<file path="src/rtl/ef_smsdac_dec_mon.sv">
// Receive-side decoder/monitor for the segmented 3-level mismatch-shaping DAC bus.
// Decodes weighted element codes, integrates per-element usage, checks boundedness, block-sums output.
module ef_smsdac_dec_mon #(
  parameter int DEC_LOG2 = 4,
  parameter int BOUND    = 2,
  parameter int INT_W    = 6,
  parameter int SETTLE_N = 4
) (
  input  logic                       clk,
  input  logic                       rst_b,
  input  logic                       en,
  input  logic                       clear,
  input  logic [1:0]                 code_3,
  input  logic [1:0]                 code_2,
  input  logic [1:0]                 code_1,
  input  logic [1:0]                 code_0,
  output logic signed [4:0]          y_sum,
  output logic                       y_vld,
  output logic signed [4+DEC_LOG2:0] y_avg,
  output logic                       y_avg_vld,
  output logic [4*INT_W-1:0]         elem_int,
  output logic [3:0]                 viol,
  output logic [3:0]                 ill,
  output logic                       armed
);

  localparam int AW = 5 + DEC_LOG2;
  localparam logic signed [INT_W-1:0] IMAX = INT_W'((2 ** (INT_W - 1)) - 1);
  localparam logic signed [INT_W-1:0] BND  = INT_W'(BOUND);
  localparam logic signed [INT_W-1:0] ONE  = INT_W'(1);
  localparam logic [3:0]              SETTLE_LAST = 4'(SETTLE_N - 1);

  // Valid/ready: there is no back-pressure. A sample is transferred on every rising
  // edge where en=1 and clear=0; each downstream strobe marks exactly one sample.

  typedef enum logic [1:0] {
    S_IDLE   = 2'd0,
    S_SETTLE = 2'd1,
    S_RUN    = 2'd2
  } state_t;

  state_t state_q, state_d;
  logic [3:0] settle_cnt_q, settle_cnt_d;

  logic            s1_vld_q;
  logic [3:0][1:0] s1_code_q;

  logic signed [4:0]       y_sum_q, y_sum_d;
  logic                    y_vld_q, y_vld_d;
  logic signed [INT_W-1:0] int_q [4];
  logic signed [INT_W-1:0] int_d [4];
  logic [3:0]              viol_q, viol_d;
  logic [3:0]              ill_q, ill_d;

  logic signed [AW-1:0]    acc_q, acc_d;
  logic [DEC_LOG2-1:0]     cnt_q, cnt_d;
  logic signed [AW-1:0]    y_avg_q, y_avg_d;
  logic                    y_avg_vld_q, y_avg_vld_d;

  logic signed [1:0] e_val [4];
  logic [3:0]        illegal;
  logic [3:0]        over;
  logic signed [4:0] sum_dec;
  logic              chk_en;
  logic signed [AW-1:0] y_sum_ext;

  // Stage 1: capture codes and qualifier; clear flushes the in-flight sample.
  always_ff @(posedge clk or negedge rst_b) begin
    if (!rst_b) begin
      s1_vld_q  <= 1'b0;
      s1_code_q <= '0;
    end else begin
      s1_vld_q <= en & ~clear;
      if (en) begin
        s1_code_q <= {code_3, code_2, code_1, code_0};
      end
    end
  end

  // Element decode and saturating integrator update.
  always_comb begin
    sum_dec = '0;
    illegal = '0;
    over    = '0;
    for (int k = 0; k < 4; k++) begin
      case (s1_code_q[k])
        2'b10:   e_val[k] = 2'sb01;
        2'b01:   e_val[k] = 2'sb11;
        default: e_val[k] = 2'sb00;
      endcase
      illegal[k] = (s1_code_q[k] == 2'b11);
      sum_dec    = sum_dec + (5'(e_val[k]) <<< k);

      int_d[k] = int_q[k];
      if (e_val[k] == 2'sb01 && int_q[k] != IMAX) begin
        int_d[k] = int_q[k] + ONE;
      end else if (e_val[k] == 2'sb11 && int_q[k] != -IMAX) begin
        int_d[k] = int_q[k] - ONE;
      end
      over[k] = (int_d[k] > BND) || (int_d[k] < -BND);
    end
  end

  // The sample that completes settling is processed while still in SETTLE, so it is unchecked.
  assign chk_en = s1_vld_q && (state_q == S_RUN);

  always_comb begin
    state_d      = state_q;
    settle_cnt_d = settle_cnt_q;
    if (clear) begin
      state_d      = S_IDLE;
      settle_cnt_d = '0;
    end else if (s1_vld_q) begin
      case (state_q)
        S_IDLE: begin
          settle_cnt_d = 4'd1;
          state_d      = (SETTLE_N <= 1) ? S_RUN : S_SETTLE;
        end
        S_SETTLE: begin
          if (settle_cnt_q >= SETTLE_LAST) begin
            state_d = S_RUN;
          end else begin
            settle_cnt_d = settle_cnt_q + 4'd1;
          end
        end
        default: state_d = S_RUN;
      endcase
    end
  end

  always_comb begin
    y_sum_d = y_sum_q;
    y_vld_d = 1'b0;
    viol_d  = viol_q;
    ill_d   = ill_q;
    if (clear) begin
      viol_d = '0;
      ill_d  = '0;
    end else if (s1_vld_q) begin
      y_sum_d = sum_dec;
      y_vld_d = 1'b1;
      ill_d   = ill_q | illegal;
      if (chk_en) begin
        viol_d = viol_q | over;
      end
    end
  end

  // Decimator consumes the registered stage-2 output, so y_avg lands one cycle after the last y_vld.
  assign y_sum_ext = AW'(y_sum_q);

  always_comb begin
    acc_d       = acc_q;
    cnt_d       = cnt_q;
    y_avg_d     = y_avg_q;
    y_avg_vld_d = 1'b0;
    if (clear) begin
      acc_d = '0;
      cnt_d = '0;
    end else if (y_vld_q) begin
      if (cnt_q == {DEC_LOG2{1'b1}}) begin
        y_avg_d     = acc_q + y_sum_ext;
        y_avg_vld_d = 1'b1;
        acc_d       = '0;
        cnt_d       = '0;
      end else begin
        acc_d = acc_q + y_sum_ext;
        cnt_d = cnt_q + 1'b1;
      end
    end
  end

  always_ff @(posedge clk or negedge rst_b) begin
    if (!rst_b) begin
      state_q      <= S_IDLE;
      settle_cnt_q <= '0;
      y_sum_q      <= '0;
      y_vld_q      <= 1'b0;
      viol_q       <= '0;
      ill_q        <= '0;
      acc_q        <= '0;
      cnt_q        <= '0;
      y_avg_q      <= '0;
      y_avg_vld_q  <= 1'b0;
      for (int k = 0; k < 4; k++) begin
        int_q[k] <= '0;
      end
    end else begin
      state_q      <= state_d;
      settle_cnt_q <= settle_cnt_d;
      y_sum_q      <= y_sum_d;
      y_vld_q      <= y_vld_d;
      viol_q       <= viol_d;
      ill_q        <= ill_d;
      acc_q        <= acc_d;
      cnt_q        <= cnt_d;
      y_avg_q      <= y_avg_d;
      y_avg_vld_q  <= y_avg_vld_d;
      for (int k = 0; k < 4; k++) begin
        if (clear) begin
          int_q[k] <= '0;
        end else if (s1_vld_q) begin
          int_q[k] <= int_d[k];
        end
      end
    end
  end

  always_comb begin
    elem_int = '0;
    for (int k = 0; k < 4; k++) begin
      elem_int[k*INT_W +: INT_W] = int_q[k];
    end
  end

  assign y_sum     = y_sum_q;
  assign y_vld     = y_vld_q;
  assign y_avg     = y_avg_q;
  assign y_avg_vld = y_avg_vld_q;
  assign viol      = viol_q;
  assign ill       = ill_q;
  assign armed     = (state_q == S_RUN);

endmodule

</file>
<file path="config.mk">
export PLATFORM = sky130hd
export DESIGN_NAME = ef_smsdac_dec_mon
export DESIGN_NICKNAME = d
export VERILOG_FILES = /design/src/rtl/ef_smsdac_dec_mon.sv
export SDC_FILE = /design/constraint.sdc
export NUM_CORES = 1
export LEC_CHECK = 0
export BUFFER_PORTS_ARGS = -buffer_cell sky130_fd_sc_hd__buf_2
export CAP_MARGIN = 15
export CORE_ASPECT_RATIO = 0.9
export CORE_MARGIN = 2
export CORE_UTILIZATION = 45
export CTS_CLUSTER_DIAMETER = 150
export DETAILED_ROUTE_END_ITERATION = 16
export HOLD_SLACK_MARGIN = 0.08
export SYNTH_ARGS = -nofsm -noshare
export SYNTH_HDL_FRONTEND = slang
export SYNTH_SLANG_ARGS = --single-unit
</file>
<file path="constraint.sdc">
create_clock -name clk -period 4.32 [get_ports clk]
set_input_delay 0.216 -clock clk [delete_from_list [all_inputs] [get_ports clk]]
set_output_delay 0.216 -clock clk [all_outputs]
set_load 0.1 [all_outputs]
</file>
### Word level (Yosys, flattened, before mapping)

Cells that the tools add are included.
Widths: inputs -> output; s select.

| word-level totals | value |
|---|---|
| logic and storage cells | 146 |
| input bits | 12 |
| memory bits (read-only) | 0 |
| bits in latches | 0 |
| output and inout port bits | 49 |
| bits in writable memories | 0 |
| bits in registers | 76 |
| memories | 0 |

| cells by class | value |
|---|---|
| eq/ne operators | 33 |
| bitwise operators | 4 |
| order comparisons | 9 |
| multipliers | 0 |
| multiplexer cells | 44 |
| reduce and logical (&&, ||, !) cells | 23 |
| divide/modulo/power cells | 0 |
| shift-type cells | 0 |
| add/sub/neg operators | 14 |

Operators by type and width:

| cell | number |
|---|---|
| $mux 6 | 16 |
| $ne 6x6->1 const B | 8 |
| $mux 4 | 11 |
| $mux 9 | 3 |
| $eq 2x2->1 const B | 13 |
| $add 6x2->6 const B | 4 |
| $gt 6x3->1 const B | 4 |
| $lt 6x2->1 const B | 4 |
| $sub 6x2->6 const B | 4 |
| $pmux 2 s2 | 5 |
| $eq 2x1->1 const B | 9 |
| $add 9x5->9 | 1 |
| $logic_and 1x1->1 | 9 |
| $add 4x1->4 const B | 2 |
| $or 4x4->4 | 2 |
| $pmux 4 s2 | 1 |
| $mux 2 | 3 |
| $ne 3x3->1 const B | 2 |
| $reduce_and 2->1 | 3 |
| $reduce_and 3->1 | 2 |
| $reduce_bool 2->1 | 3 |
| $add 4x4->5 | 1 |
| $add 5x5->5 | 1 |
| $mux 1 | 5 |
| other kinds (8) | 11 |

### Longest topological paths before layout

| logic depth | value |
|---|---|
| depth in word-level cells | 12 |
| mapped depth | 11 |
| depth with buffers taken out | 11 |

### Least setup slack after synthesis

Ideal clock, no wire load.

| path | value |
|---|---|
| path type | register to register |
| from | register y_sum_q[0], in the netlist y_sum[0] |
| to | register acc_q[8] |
| data required time | 4.191 ns |
| cell stages (with the launch flop) | 10 |
| path buffers | 0 |
| clock period less this slack | 2.844 ns |
| data arrival time | 2.715 ns |
| slack | 1.476 ns |
| library setup time | 0.129 ns |
| cell sequence | dfrtp_1 -> ha_1 -> fa_1 -> a21o_1 -> a21oi_1 -> o21bai_1 -> a2111oi_0 -> nor2_1 -> xnor2_1 -> o21ai_0 |

| between the ends | value |
|---|---|
| cells in the longest elaborated chain, start to end | 4 |

Ends and longest elaborated chain:

| what | RTL line | text |
|---|---|---|
| start, declared | 48 | `logic signed [4:0] y_sum_q, y_sum_d;` |
| start signal, assigned | 191 | `y_sum_q <= y_sum_d;` |
| $add 9x5->9 | 167 | `acc_d = acc_q + y_sum_ext;` |
| $mux 9 | 161 | `if (cnt_q == {DEC_LOG2{1'b1}}) begin` |
| $mux 9 | 160 | `end else if (y_vld_q) begin` |
| $mux 9 | 157 | `if (clear) begin` |
| end signal, assigned | 181 | `acc_q <= '0;` |
| end signal, assigned | 195 | `acc_q <= acc_d;` |
| end, declared | 55 | `logic signed [AW-1:0] acc_q, acc_d;` |

No other way between the ends. The select of a mux whose other input is x is not followed.
A chain may end at the register's enable or synchronous reset.

### Worst setup path after layout

| path | value |
|---|---|
| from | register s1_code_q[3] (netlist name) |
| to | register y_sum_q[4], in the netlist y_sum[4] |

| between the ends | value |
|---|---|
| cells in the longest elaborated chain, start to end | 5 |
| elaborated cells between the ends (all ways) | 6 |
| those cells by class | 3 x add/sub; 2 x eq/ne; 1 x mux |

Ends and longest elaborated chain:

| what | RTL line | text |
|---|---|---|
| start, declared | 46 | `logic [3:0][1:0] s1_code_q;` |
| start signal, assigned | 75 | `s1_code_q <= {code_3, code_2, code_1, code_0};` |
| $eq 2x1->1 or $eq 2x2->1 (tied branches) | 86 | `case (s1_code_q[k])` |
| $pmux 2 s2 * | 86 |  |
| $add 2x3->4 * | 92 | `sum_dec = sum_dec + (5'(e_val[k]) <<< k);` |
| $add 4x4->5 * | 92 |  |
| $add 5x5->5 * | 92 |  |

Mark *: on every way between the ends. The rest lies on a longest branch, timed or not.

==> impl_metrics.tcl <==
set metrics [dict create \
    grt_pass1_wl_mm 19.3 \
    intPower_w 0.00159 \
    design.core.area_um2 10900 \
    cp-start-kind "flip-flop" \
    cellLeakagePower_nw 2.83 \
    synth_area_leaders "dfrtp_1 (37%), ha_1 (10%), nand2_1 (5.4%)" \
    diodes 0 \
    slew_headroom_pct 35.5 \
    first_pass_iters 4 \
    antenna_found_initial 0 \
    synthesis.instances 571 \
    start_util_pct 46.7 \
    die-area_um2 12200 \
    synth.distinct_cells 70 \
    period_share_pct 62.8 \
    power.switching_w 0.000942 \
    design_area_um2 5840 \
    crit_type "reg -> reg" \
    htreeDepth 3 \
    pwr-share-comb_pct 32.6 \
    clk_pin_slew_ps 60 \
    antenna_left 0 \
    slew_viol_final 0 \
    synth_edf_count 0 \
    routed_via_density 5.38 \
    clock_skew_ps 6.23 \
    drc 0 \
    synthFlopType "dfrtp_1" \
    syn_nets 628 \
    synth_most_common_cell "dfrtp_1" \
    drt-total-wl_mm 11.5 \
    port_buffers 60 \
    track_usage_pct 19.9 \
    yosysSeqAreaShare_pct 37.2 \
    grt_overflow 0 \
    core.rowCount 36 \
    ys_warn_count 0 \
    critPathArrivalTime_ps 2920 \
    synth-seq-cells 76 \
    seqPwrFrac_pct 33.3 \
    pin_count 61 \
    synthArstFlopShare_pct 100 \
    syn-cell-area_um2 5110 \
    die_x_um 116 \
    status "finished clean" \
    tightest_slew_ps 968 \
    cts.sinks 76 \
    yosysTopAreaCell "dfrtp_1" \
    yosysTopAreaCellShare_pct 37.2 \
    powerDensity_nw_per_um2 434 \
    hold_viol_final 0 \
    nNetsFinal 675 \
    cts_buffers 9 \
    root_buffer "clkbuf_16" \
    cts_tree "built" \
    peakVddDrop_mv 0.286 \
    grt_pass1_vias 3897 \
    clk-insertion-delay-late_ps 330 \
    drive_gt1_share_pct 15.1 \
    placed_area_um2 5490 \
    tns_ps 0 \
    rsz0062_at_grt "no" \
    syn_to_final_growth_pct 14.2 \
    switching_share_pct 37.2 \
    max_freq_ghz 0.369 \
    yosys-top-cells-count "dfrtp_1 (76), nand2_1 (74), nor2_1 (59), ha_1 (41), inv_1 (35)" \
    crit_path_end_kind "flip-flop" \
    die_y_um 105 \
    drtIter0Drc 283 \
    setup-violations-final 0 \
    hold_path_class "in -> reg" \
    wl_per_cell_um 14.9 \
    power.clock.fraction_pct 34.0 \
    dp_hpwl_mm 7.96 \
    maxCapViolations 0 \
    syn_area_per_cell_um2 8.96 \
    required_ps 4530 \
    place.gp.congestion 0.854 \
    cts_buffer_depth 2 \
    crit_fanout 3 \
    vias 4164 \
    finalCriticalPeriod_ps 2710 \
    grt_max_degree 77 \
]
cells in the final DEF, fill, tap and decap left out, types with 5 or more instances in the layout:
cell	count
xor2_1	16
dfrtp_1	76
nand2_1	74
inv_1	35
nand4_1	7
nand3_1	15
xnor2_1	23
nor3_1	11
a22o_1	8
ha_1	41
and2_1	5
nor2_1	59
and3_1	5
buf_2	59
mux2i_1	10
nand2b_1	10
a21oi_1	31
o21ai_0	26
or3_1	5
clkbuf_16	9
what timing repair did:
item	CTS	global route
hold buffers	1	0
endpoints found under the hold margin	1	0
setup buffers	0	0
gates resized for setup	0	0
area by class of cell:
cell class | instances | area (µm²)
fillers | 1037 | 5100
multi-input cells | 431 | 2940
flip-flops and latches | 76 | 1900
repair buffers | 64 | 335
clock buffers | 11 | 243
well taps | 152 | 190
inverters | 36 | 135
clock inverters | 4 | 97.6
routing by layer:
metal	GRT usage (%)	vias to the layer above	part of all wire (%)
li1	-	2071	-
met1	28.1	2006	49
met2	30.9	79	46
met3	4.52	8	4.5
met4	4.85	0	1.0
met5	0	-	0
flip-flops by register name, summed over array words and instances (netlist names):
name and count:
viol 4, y_avg_vld 1, elem_int 24, y_avg 9, s1_code_q 8, settle_cnt_q 4
y_sum 5, ill 4, y_vld 1, cnt_q 4, state_q 2, acc_q 9
s1_vld_q 1
stage by stage:
stage / hold slack (ps) / instances / setup WS [ps] / util [%] / total power (W)
final: 116 / 774 / 1610 / 53.4 / 0.00253
after global routing: 106 / 774 / 1390 / 53.4 / 0.00267
after CTS: 99.5 / 774 / 1580 / 53.4 / 0.00255
after detailed placement: 441 / 758 / 1610 / 50.2 / 0.00168
after global placement: 441 / 758 / 1690 / 50.2 / 0.00167
after floorplan: -79.6 / 571 / 1480 / - / 0.00152
kinds of logic after synthesis:
logic type | count (synthesis) | synth area share, %
flip-flops | 76 | 37.2
buffers and inverters | 64 | 5.36
adder cells (fa/ha/maj) | 45 | 11.6
XOR/XNOR | 39 | 6.68
AND/OR/NAND/NOR | 208 | 18.8
AO/OA/AOI/OAI | 126 | 17.5
multiplexers | 13 | 2.84
power groups by stage:
stage          sequential [W]  combinational [W]  clock [W]
6_report             0.000844           0.000827   0.000862
3_3_place_gp         0.000854           0.000815          0
2_1_floorplan         0.00108           0.000440          0
5_1_grt              0.000855           0.000905   0.000911
3_5_place_dp         0.000856           0.000824          0
4_1_cts              0.000845           0.000829   0.000880
final timing paths:
check                             start           end  slack (ps)  cells past startpoint
max                        s1_code_q[3]      y_sum[4]        1610                     11
min                           code_3[0]  s1_code_q[6]         120                      3
max reg2reg                s1_code_q[3]      y_sum[4]        1610                     11
min reg2reg                    y_avg[4]      y_avg[4]         470                      2
max in group asynchronous         rst_b      acc_q[5]        3110                      2
min in group asynchronous         rst_b   elem_int[6]         570                      2
worst max-delay path: stages, from the launching register on:
cell and delay (ps):
dfrtp_1 400, inv_1 110, ha_1 190, inv_1 90, fa_1 450, fa_1 550, inv_1 40, ha_1 200
xnor2_1 180, xnor2_1 160, xnor2_1 130, o21ai_0 80
(Power assumes the default switching activity.)
